`config.mk`:
```
export PLATFORM = sky130hd
export DESIGN_NAME = chip_host_sequencer_flat
export DESIGN_NICKNAME = d
export VERILOG_FILES = /design/src/rtl/chip_host_sequencer_pkg.sv /design/src/rtl/chip_host_sequencer_if.sv /design/src/rtl/chip_host_sequencer_pin_sync.sv /design/src/rtl/chip_host_sequencer.sv /design/src/flat_wrapper.sv
export SDC_FILE = /design/constraint.sdc
export NUM_CORES = 1
export LEC_CHECK = 0
export ABC_CLOCK_PERIOD_IN_PS = 6050
export BUFFER_PORTS_ARGS = -buffer_cell sky130_fd_sc_hd__buf_2
export CORE_MARGIN = 1.5
export CORE_UTILIZATION = 59
export DETAILED_ROUTE_END_ITERATION = 12
export HOLD_SLACK_MARGIN = 0.05
export PLACE_DENSITY = 0.85
export SYNTH_ARGS = -nofsm -noshare
export SYNTH_HDL_FRONTEND = slang
export SYNTH_SLANG_ARGS = --single-unit
```
`constraint.sdc`:
```
create_clock -name clk -period 6.05 [get_ports clk]
set_input_delay 0 -clock clk [delete_from_list [all_inputs] [get_ports clk]]
set_output_delay 0 -clock clk [all_outputs]
set_load 0.03 [all_outputs]
```
`src/rtl/chip_host_sequencer_pkg.sv`:
```
// Shared types and constants for the matmul chip host sequencer.
// Mode encodings are the {write, load} pin pair driven toward the chip.
package chip_host_pkg;

    typedef enum logic [3:0] {
        S_IDLE,
        S_WR_SETUP,
        S_WR_STROBE,
        S_LD_ARM,
        S_LD_WAIT,
        S_MM_ARM,
        S_MM_WAIT,
        S_RD_SETUP,
        S_RD_STROBE,
        S_DONE
    } state_e;

    localparam logic [1:0] MODE_WRITE  = 2'b10;
    localparam logic [1:0] MODE_LOAD   = 2'b01;
    localparam logic [1:0] MODE_MATMUL = 2'b00;
    localparam logic [1:0] MODE_READ   = 2'b11;

    localparam int NUM_OPERAND_BYTES = 32;
    localparam int NUM_RESULT_BYTES  = 16;

endpackage

```
`src/rtl/chip_host_sequencer_if.sv`:
```
// Pin bundle between the host sequencer (master) and the matmul chip (slave).
interface chip_host_sequencer_if;
    logic       en;
    logic       write;
    logic       load;
    logic [2:0] reg_select;
    logic [1:0] idx_select;
    logic [7:0] data_in;
    logic [7:0] data_out;
    logic       interrupt_pin;

    modport master (
        output en, write, load, reg_select, idx_select, data_in,
        input  data_out, interrupt_pin
    );

    modport slave (
        input  en, write, load, reg_select, idx_select, data_in,
        output data_out, interrupt_pin
    );
endinterface

```
`src/rtl/chip_host_sequencer_pin_sync.sv`:
```
// Multi-flop synchronizer for an asynchronous input pin.
module pin_sync #(
    parameter int STAGES = 2
) (
    input  logic clk,
    input  logic rst_n,
    input  logic d,
    output logic q
);
    logic [STAGES-1:0] sync_reg;

    always_ff @(posedge clk or negedge rst_n) begin
        if (!rst_n) begin
            sync_reg <= '0;
        end else begin
            sync_reg <= {sync_reg[STAGES-2:0], d};
        end
    end

    assign q = sync_reg[STAGES-1];
endmodule

```
`src/rtl/chip_host_sequencer.sv`:
```
// Host-side initiator for the matmul chip: writes 32 operands, runs LOAD and
// MATMUL with interrupt handshakes, then reads 16 result bytes back.
module chip_host_sequencer
    import chip_host_pkg::*;
#(
    parameter int SETUP_CYC   = 2,
    parameter int STROBE_CYC  = 3,
    parameter int TIMEOUT_CYC = 1024
) (
    input  logic                        clk,
    input  logic                        rst_n,
    input  logic                        start,
    output logic                        busy,
    output logic                        done,
    output logic                        err,
    output logic [4:0]                  op_addr,
    input  logic [7:0]                  op_data,
    output logic                        res_valid,
    output logic [3:0]                  res_addr,
    output logic [7:0]                  res_data,
    chip_host_sequencer_if.master       pins
);
    localparam int PHASE_W = $clog2(TIMEOUT_CYC + 1);

    state_e             state_reg, state_next;
    logic [4:0]         cnt_reg, cnt_next, cnt_inc;
    logic [PHASE_W-1:0] phase_reg, phase_next;
    logic               en_reg, en_next;
    logic [1:0]         mode_reg, mode_next;
    logic [2:0]         reg_sel_reg, reg_sel_next;
    logic [1:0]         idx_sel_reg, idx_sel_next;
    logic [7:0]         data_in_reg, data_in_next;
    logic [4:0]         op_addr_reg, op_addr_next;
    logic               busy_reg, busy_next;
    logic               done_reg, done_next;
    logic               err_reg, err_next;
    logic               res_valid_reg, res_valid_next;
    logic [3:0]         res_addr_reg, res_addr_next;
    logic [7:0]         res_data_reg, res_data_next;

    logic irq_sync, irq_d_reg, irq_rise_reg;
    logic setup_last, strobe_last, timeout_last;

    pin_sync #(.STAGES(2)) u_irq_sync (
        .clk   (clk),
        .rst_n (rst_n),
        .d     (pins.interrupt_pin),
        .q     (irq_sync)
    );

    // Registered edge so only a fresh rising edge ends a WAIT state.
    always_ff @(posedge clk or negedge rst_n) begin
        if (!rst_n) begin
            irq_d_reg    <= 1'b0;
            irq_rise_reg <= 1'b0;
        end else begin
            irq_d_reg    <= irq_sync;
            irq_rise_reg <= irq_sync & ~irq_d_reg;
        end
    end

    assign cnt_inc      = cnt_reg + 5'd1;
    assign setup_last   = (phase_reg == PHASE_W'(SETUP_CYC - 1));
    assign strobe_last  = (phase_reg == PHASE_W'(STROBE_CYC - 1));
    assign timeout_last = (phase_reg == PHASE_W'(TIMEOUT_CYC - 1));

    always_ff @(posedge clk or negedge rst_n) begin
        if (!rst_n) begin
            state_reg     <= S_IDLE;
            cnt_reg       <= '0;
            phase_reg     <= '0;
            en_reg        <= 1'b0;
            mode_reg      <= 2'b00;
            reg_sel_reg   <= '0;
            idx_sel_reg   <= '0;
            data_in_reg   <= '0;
            op_addr_reg   <= '0;
            busy_reg      <= 1'b0;
            done_reg      <= 1'b0;
            err_reg       <= 1'b0;
            res_valid_reg <= 1'b0;
            res_addr_reg  <= '0;
            res_data_reg  <= '0;
        end else begin
            state_reg     <= state_next;
            cnt_reg       <= cnt_next;
            phase_reg     <= phase_next;
            en_reg        <= en_next;
            mode_reg      <= mode_next;
            reg_sel_reg   <= reg_sel_next;
            idx_sel_reg   <= idx_sel_next;
            data_in_reg   <= data_in_next;
            op_addr_reg   <= op_addr_next;
            busy_reg      <= busy_next;
            done_reg      <= done_next;
            err_reg       <= err_next;
            res_valid_reg <= res_valid_next;
            res_addr_reg  <= res_addr_next;
            res_data_reg  <= res_data_next;
        end
    end

    always_comb begin
        state_next     = state_reg;
        cnt_next       = cnt_reg;
        phase_next     = phase_reg + PHASE_W'(1);
        en_next        = en_reg;
        mode_next      = mode_reg;
        reg_sel_next   = reg_sel_reg;
        idx_sel_next   = idx_sel_reg;
        data_in_next   = data_in_reg;
        op_addr_next   = op_addr_reg;
        busy_next      = busy_reg;
        done_next      = 1'b0;
        err_next       = err_reg;
        res_valid_next = 1'b0;
        res_addr_next  = res_addr_reg;
        res_data_next  = res_data_reg;

        case (state_reg)
            S_IDLE: begin
                phase_next = '0;
                // done_reg high means we are in the done cycle: start is dropped.
                if (start && !done_reg) begin
                    state_next   = S_WR_SETUP;
                    busy_next    = 1'b1;
                    err_next     = 1'b0;
                    cnt_next     = '0;
                    mode_next    = MODE_WRITE;
                    reg_sel_next = '0;
                    idx_sel_next = '0;
                    op_addr_next = '0;
                end
            end
            S_WR_SETUP: begin
                if (setup_last) begin
                    data_in_next = op_data;
                    en_next      = 1'b1;
                    phase_next   = '0;
                    state_next   = S_WR_STROBE;
                end
            end
            S_WR_STROBE: begin
                if (strobe_last) begin
                    en_next    = 1'b0;
                    phase_next = '0;
                    if (cnt_reg == 5'(NUM_OPERAND_BYTES - 1)) begin
                        mode_next  = MODE_LOAD;
                        state_next = S_LD_ARM;
                    end else begin
                        cnt_next                     = cnt_inc;
                        op_addr_next                 = cnt_inc;
                        {reg_sel_next, idx_sel_next} = cnt_inc;
                        state_next                   = S_WR_SETUP;
                    end
                end
            end
            S_LD_ARM, S_MM_ARM: begin
                if (setup_last) begin
                    en_next    = 1'b1;
                    phase_next = '0;
                    state_next = (state_reg == S_LD_ARM) ? S_LD_WAIT : S_MM_WAIT;
                end
            end
            S_LD_WAIT, S_MM_WAIT: begin
                if (irq_rise_reg) begin
                    en_next    = 1'b0;
                    phase_next = '0;
                    if (state_reg == S_LD_WAIT) begin
                        mode_next  = MODE_MATMUL;
                        state_next = S_MM_ARM;
                    end else begin
                        mode_next    = MODE_READ;
                        cnt_next     = '0;
                        reg_sel_next = '0;
                        idx_sel_next = '0;
                        state_next   = S_RD_SETUP;
                    end
                end else if (timeout_last) begin
                    en_next    = 1'b0;
                    err_next   = 1'b1;
                    state_next = S_DONE;
                end
            end
            S_RD_SETUP: begin
                if (setup_last) begin
                    en_next    = 1'b1;
                    phase_next = '0;
                    state_next = S_RD_STROBE;
                end
            end
            S_RD_STROBE: begin
                if (strobe_last) begin
                    en_next        = 1'b0;
                    phase_next     = '0;
                    res_valid_next = 1'b1;
                    res_addr_next  = cnt_reg[3:0];
                    res_data_next  = pins.data_out;
                    if (cnt_reg == 5'(NUM_RESULT_BYTES - 1)) begin
                        state_next = S_DONE;
                    end else begin
                        cnt_next     = cnt_inc;
                        reg_sel_next = {1'b0, cnt_inc[3:2]};
                        idx_sel_next = cnt_inc[1:0];
                        state_next   = S_RD_SETUP;
                    end
                end
            end
            S_DONE: begin
                done_next  = 1'b1;
                busy_next  = 1'b0;
                phase_next = '0;
                state_next = S_IDLE;
            end
            default: begin
                state_next = S_IDLE;
            end
        endcase
    end

    assign busy            = busy_reg;
    assign done            = done_reg;
    assign err             = err_reg;
    assign op_addr         = op_addr_reg;
    assign res_valid       = res_valid_reg;
    assign res_addr        = res_addr_reg;
    assign res_data        = res_data_reg;
    assign pins.en         = en_reg;
    assign pins.write      = mode_reg[1];
    assign pins.load       = mode_reg[0];
    assign pins.reg_select = reg_sel_reg;
    assign pins.idx_select = idx_sel_reg;
    assign pins.data_in    = data_in_reg;
endmodule

```
`src/flat_wrapper.sv`:
```
// flat-port wrapper written by rule: the top's interface ports become plain ports
module chip_host_sequencer_flat import chip_host_pkg::*;
#(
    parameter int SETUP_CYC   = 2,
    parameter int STROBE_CYC  = 3,
    parameter int TIMEOUT_CYC = 1024
)
  (clk, rst_n, start, busy, done, err, op_addr, op_data, res_valid, res_addr, res_data, pins_en, pins_write, pins_load, pins_reg_select, pins_idx_select, pins_data_in, pins_data_out, pins_interrupt_pin);
  chip_host_sequencer_if pins_i ();
  input  logic clk;
  input  logic rst_n;
  input  logic start;
  output logic busy;
  output logic done;
  output logic err;
  output logic [4:0] op_addr;
  input  logic [7:0] op_data;
  output logic res_valid;
  output logic [3:0] res_addr;
  output logic [7:0] res_data;
  output wire logic [$bits(pins_i.en)-1:0] pins_en;
  output wire logic [$bits(pins_i.write)-1:0] pins_write;
  output wire logic [$bits(pins_i.load)-1:0] pins_load;
  output wire logic [$bits(pins_i.reg_select)-1:0] pins_reg_select;
  output wire logic [$bits(pins_i.idx_select)-1:0] pins_idx_select;
  output wire logic [$bits(pins_i.data_in)-1:0] pins_data_in;
  input wire logic [$bits(pins_i.data_out)-1:0] pins_data_out;
  input wire logic [$bits(pins_i.interrupt_pin)-1:0] pins_interrupt_pin;
  assign pins_en = pins_i.en;
  assign pins_write = pins_i.write;
  assign pins_load = pins_i.load;
  assign pins_reg_select = pins_i.reg_select;
  assign pins_idx_select = pins_i.idx_select;
  assign pins_data_in = pins_i.data_in;
  assign pins_i.data_out = pins_data_out;
  assign pins_i.interrupt_pin = pins_interrupt_pin;
  chip_host_sequencer #(.SETUP_CYC(SETUP_CYC), .STROBE_CYC(STROBE_CYC), .TIMEOUT_CYC(TIMEOUT_CYC)) u_core (.clk(clk), .rst_n(rst_n), .start(start), .busy(busy), .done(done), .err(err), .op_addr(op_addr), .op_data(op_data), .res_valid(res_valid), .res_addr(res_addr), .res_data(res_data), .pins(pins_i));
endmodule
```
==> impl_metrics.ini <==
[status]
status = complete, no violations

[route]
vias = 2266
viasPerCell = 5.61
drt_iter0_drc = 220
drt_pass1_iterations = 4
drt-wirelength-per-cell_um = 16.5
drc = 0
drt_wl_total_mm = 6.68
postRouteAntennaNets = 0

[synthesis]
synth.distinct_cells = 49
yosys_warnings = 0
avgSynthCellArea_um2 = 11.1
postSynthCellCount = 261
ys_ff_latch = 59
synthFlopType = dfrtp_1
syn_area_um2 = 2890
syn_nets = 287
synth_edf_count = 0
ys_seq_area_share_pct = 51.0
async_flop_share_pct = 100

[sta]
finalMaxSlewViolations = 0
tightestPinTransition_ns = 0.968
setup_viol = 0
fin_crit_sh_pct = 44.9
slew_headroom_pct = 35.2
fmax_ghz = 0.368
rsz0062_at_grt = no
finalClockSkew_ns = 0.0127
tns_ns = 0
hold_viol_final = 0
timing.final.crit_period_ns = 2.71

[pwr]
pwr-share-comb_pct = 38.8
ir_drop_v = 0.000422
power.internal_mw = 0.954
clock_power_share_pct = 24.4
power.density_nw_per_um2 = 455
p_leak_nw = 1.73
p_sw_share_pct = 41.2
power_frac_seq_pct = 36.9
p_switching_mw = 0.668

[place]
io_buffers = 56
place.gp.congestion = 0.910
dpl.hpwl_mm = 4.19

[clocking]
clk_pin_slew_ns = 0.07
clk_path_buf_depth = 2
cts_root_buf = clkbuf_8
ctsHoldBuffers = 18
cts_inserted_buffers = 9
cts_tree = yes
cts_htree_levels = 3
clock_sinks = 59
cts_resized = 0
clock_latency_ns = 0.34
post_cts_buffers = 0

[worst_setup_path]
ff2ff_path_depth = 3
worstSetupPathType = flop to flop
required_ns = 6.27
rrSetupSlack_ns = 3.34
critPathTopFamily = simple AND/OR/NAND/NOR gates
cpPeakStageDelay_ns = 0.80
start_kind = flop
critPathArrivalTime_ns = 2.94
crit_chain = or4b_4 -> nor2_1 -> mux2_2
path_depth = 3
cp-endpoint = u_core.res_data[5]
r2r_start = u_core.state_reg[3]
slowest_stage = dfrtp_1
timing.rr.end = u_core.res_data[5]
crit_path_end_kind = flop
crit_buf_inv = 0
crit_start = u_core.state_reg[3]
worstPathMaxFanout = 20

[layout]
largest_register_ffs = 11
drive_above_1_share_pct = 32.0
utilization_pct = 75.5
area_delta_synth_final_pct = 23.4
nets = 359
n_antenna_cell = 0

[hold_path]
hp-class = input port to flop

[global_route]
grt_overflow = 0
grt_pass1_wl_mm = 10.8
antenna_found_initial = 0
grt_max_degree = 60
grt_use_total_pct = 27.5
grt_pass1_vias = 2266

[floorplan]
die_y_um = 73.0
die_width_um = 73.0
dieArea_um2 = 5330
boundaryPins = 57
coreArea_um2 = 4720
start_util_pct = 61.2
rows = 25

[flow_run]
maxCapViolCount = 0
-- cell families after synthesis --
| family | Yosys count | synth area share, % |
|---|---|---|
| muxes | 28 | 10.8 |
| adders and majority gates | 6 | 2.60 |
| AOI/OAI and AO/OA | 41 | 10.4 |
| xor gates and xnor gates | 11 | 3.33 |
| and+or+nand+nor | 93 | 17.5 |
| DFF | 59 | 51.0 |
| buffers and inverters | 23 | 4.32 |
-- power groups by stage --
stage	logic, mW	registers (mW)	clock network [mW]
global route	0.681	0.612	0.415
CTS	0.620	0.591	0.397
floorplan	0.418	0.657	0
finish	0.629	0.598	0.395
detailed placement	0.609	0.597	0
global placement	0.592	0.590	0
-- cell usage after synthesis, types with 5 or more instances --
library cell	n	area, um2
a21oi_1	8	40.0
and3_1	5	31.3
buf_2	5	25.0
buf_4	5	37.5
dfrtp_1	59	1480
ha_1	6	75.1
inv_1	9	33.8
mux2_2	25	282
nand2_1	21	78.8
nand2b_1	5	31.3
nand3_1	10	50.1
nor2_1	27	101
nor3_1	6	30.0
o21ai_0	11	55.1
xnor2_1	6	52.6
xor2_1	5	43.8
-- worst min-delay path by stage --
stage / start / slack (ns) / end / depth (start not counted)
5_1_grt: start / 0.13 / u_core.err / 4
2_1_floorplan: rst_n / -0.30 / u_core.busy / 0
4_1_cts: start / 0.10 / u_core.err / 4
3_5_place_dp: pins_interrupt_pin / 0.11 / u_core.u_irq_sync.sync_reg[0] / 1
6_report: start / 0.11 / u_core.err / 4
3_3_place_gp: pins_interrupt_pin / 0.11 / u_core.u_irq_sync.sync_reg[0] / 1
-- cell usage in the layout, fill, tap and decap left out, drive strengths merged, types with 3 or more instances in the layout --
cell and count:
xor2 5, xnor2 6, a31oi 3, nand4 3
a21oi 8, nand3 10, nor2b 4, and3 5
dlygate4sd3 18, nand2b 5, nand2 21, clkbuf 10
mux2 25, nor4 5, inv 9, nor3 6
mux2i 3, buf 57, ha 6, o31ai 3
o21ai 11, dfrtp 59, nor2 27
-- metrics by stage --
step | cell area (um2) | hold WS (ns) | total power [mW] | std cells | worst slack [ns]
after detailed placement | 3170 | 0.111 | 1.21 | 371 | 3.38
after floorplan | 2890 | -0.296 | 1.08 | 261 | 3.92
after global placement | 3170 | 0.111 | 1.18 | 371 | 3.47
final | 3570 | 0.112 | 1.62 | 404 | 3.34
after CTS | 3570 | 0.104 | 1.61 | 404 | 3.37
after global routing | 3570 | 0.130 | 1.71 | 404 | 3.20
-- routing by layer --
layer / GRT usage [%] / up-vias / wire [um]
met5: 0 / - / 0
met4: 14.0 / 0 / 157
met3: 4.83 / 16 / 287
met2: 48.7 / 83 / 3650
met1: 31.6 / 1101 / 2590
li1: - / 1066 / -
-- layout make-up --
class / instances / area, um2
Tap cell: 67 / 83.8
Inverter: 9 / 33.8
Clock inverter: 5 / 77.6
Timing Repair Buffer: 75 / 468
Clock buffer: 10 / 138
Sequential cell: 59 / 1480
Fill cell: 307 / 1150
Multi-Input combinational cell: 179 / 1290
-- tightest hold or removal path: stages --
cell	delay, ns
buf_2	0.10
nor2b_1	0.14
nand2_1	0.06
a22o_1	0.11
Note: power is estimated with default switching activity, not from simulation.
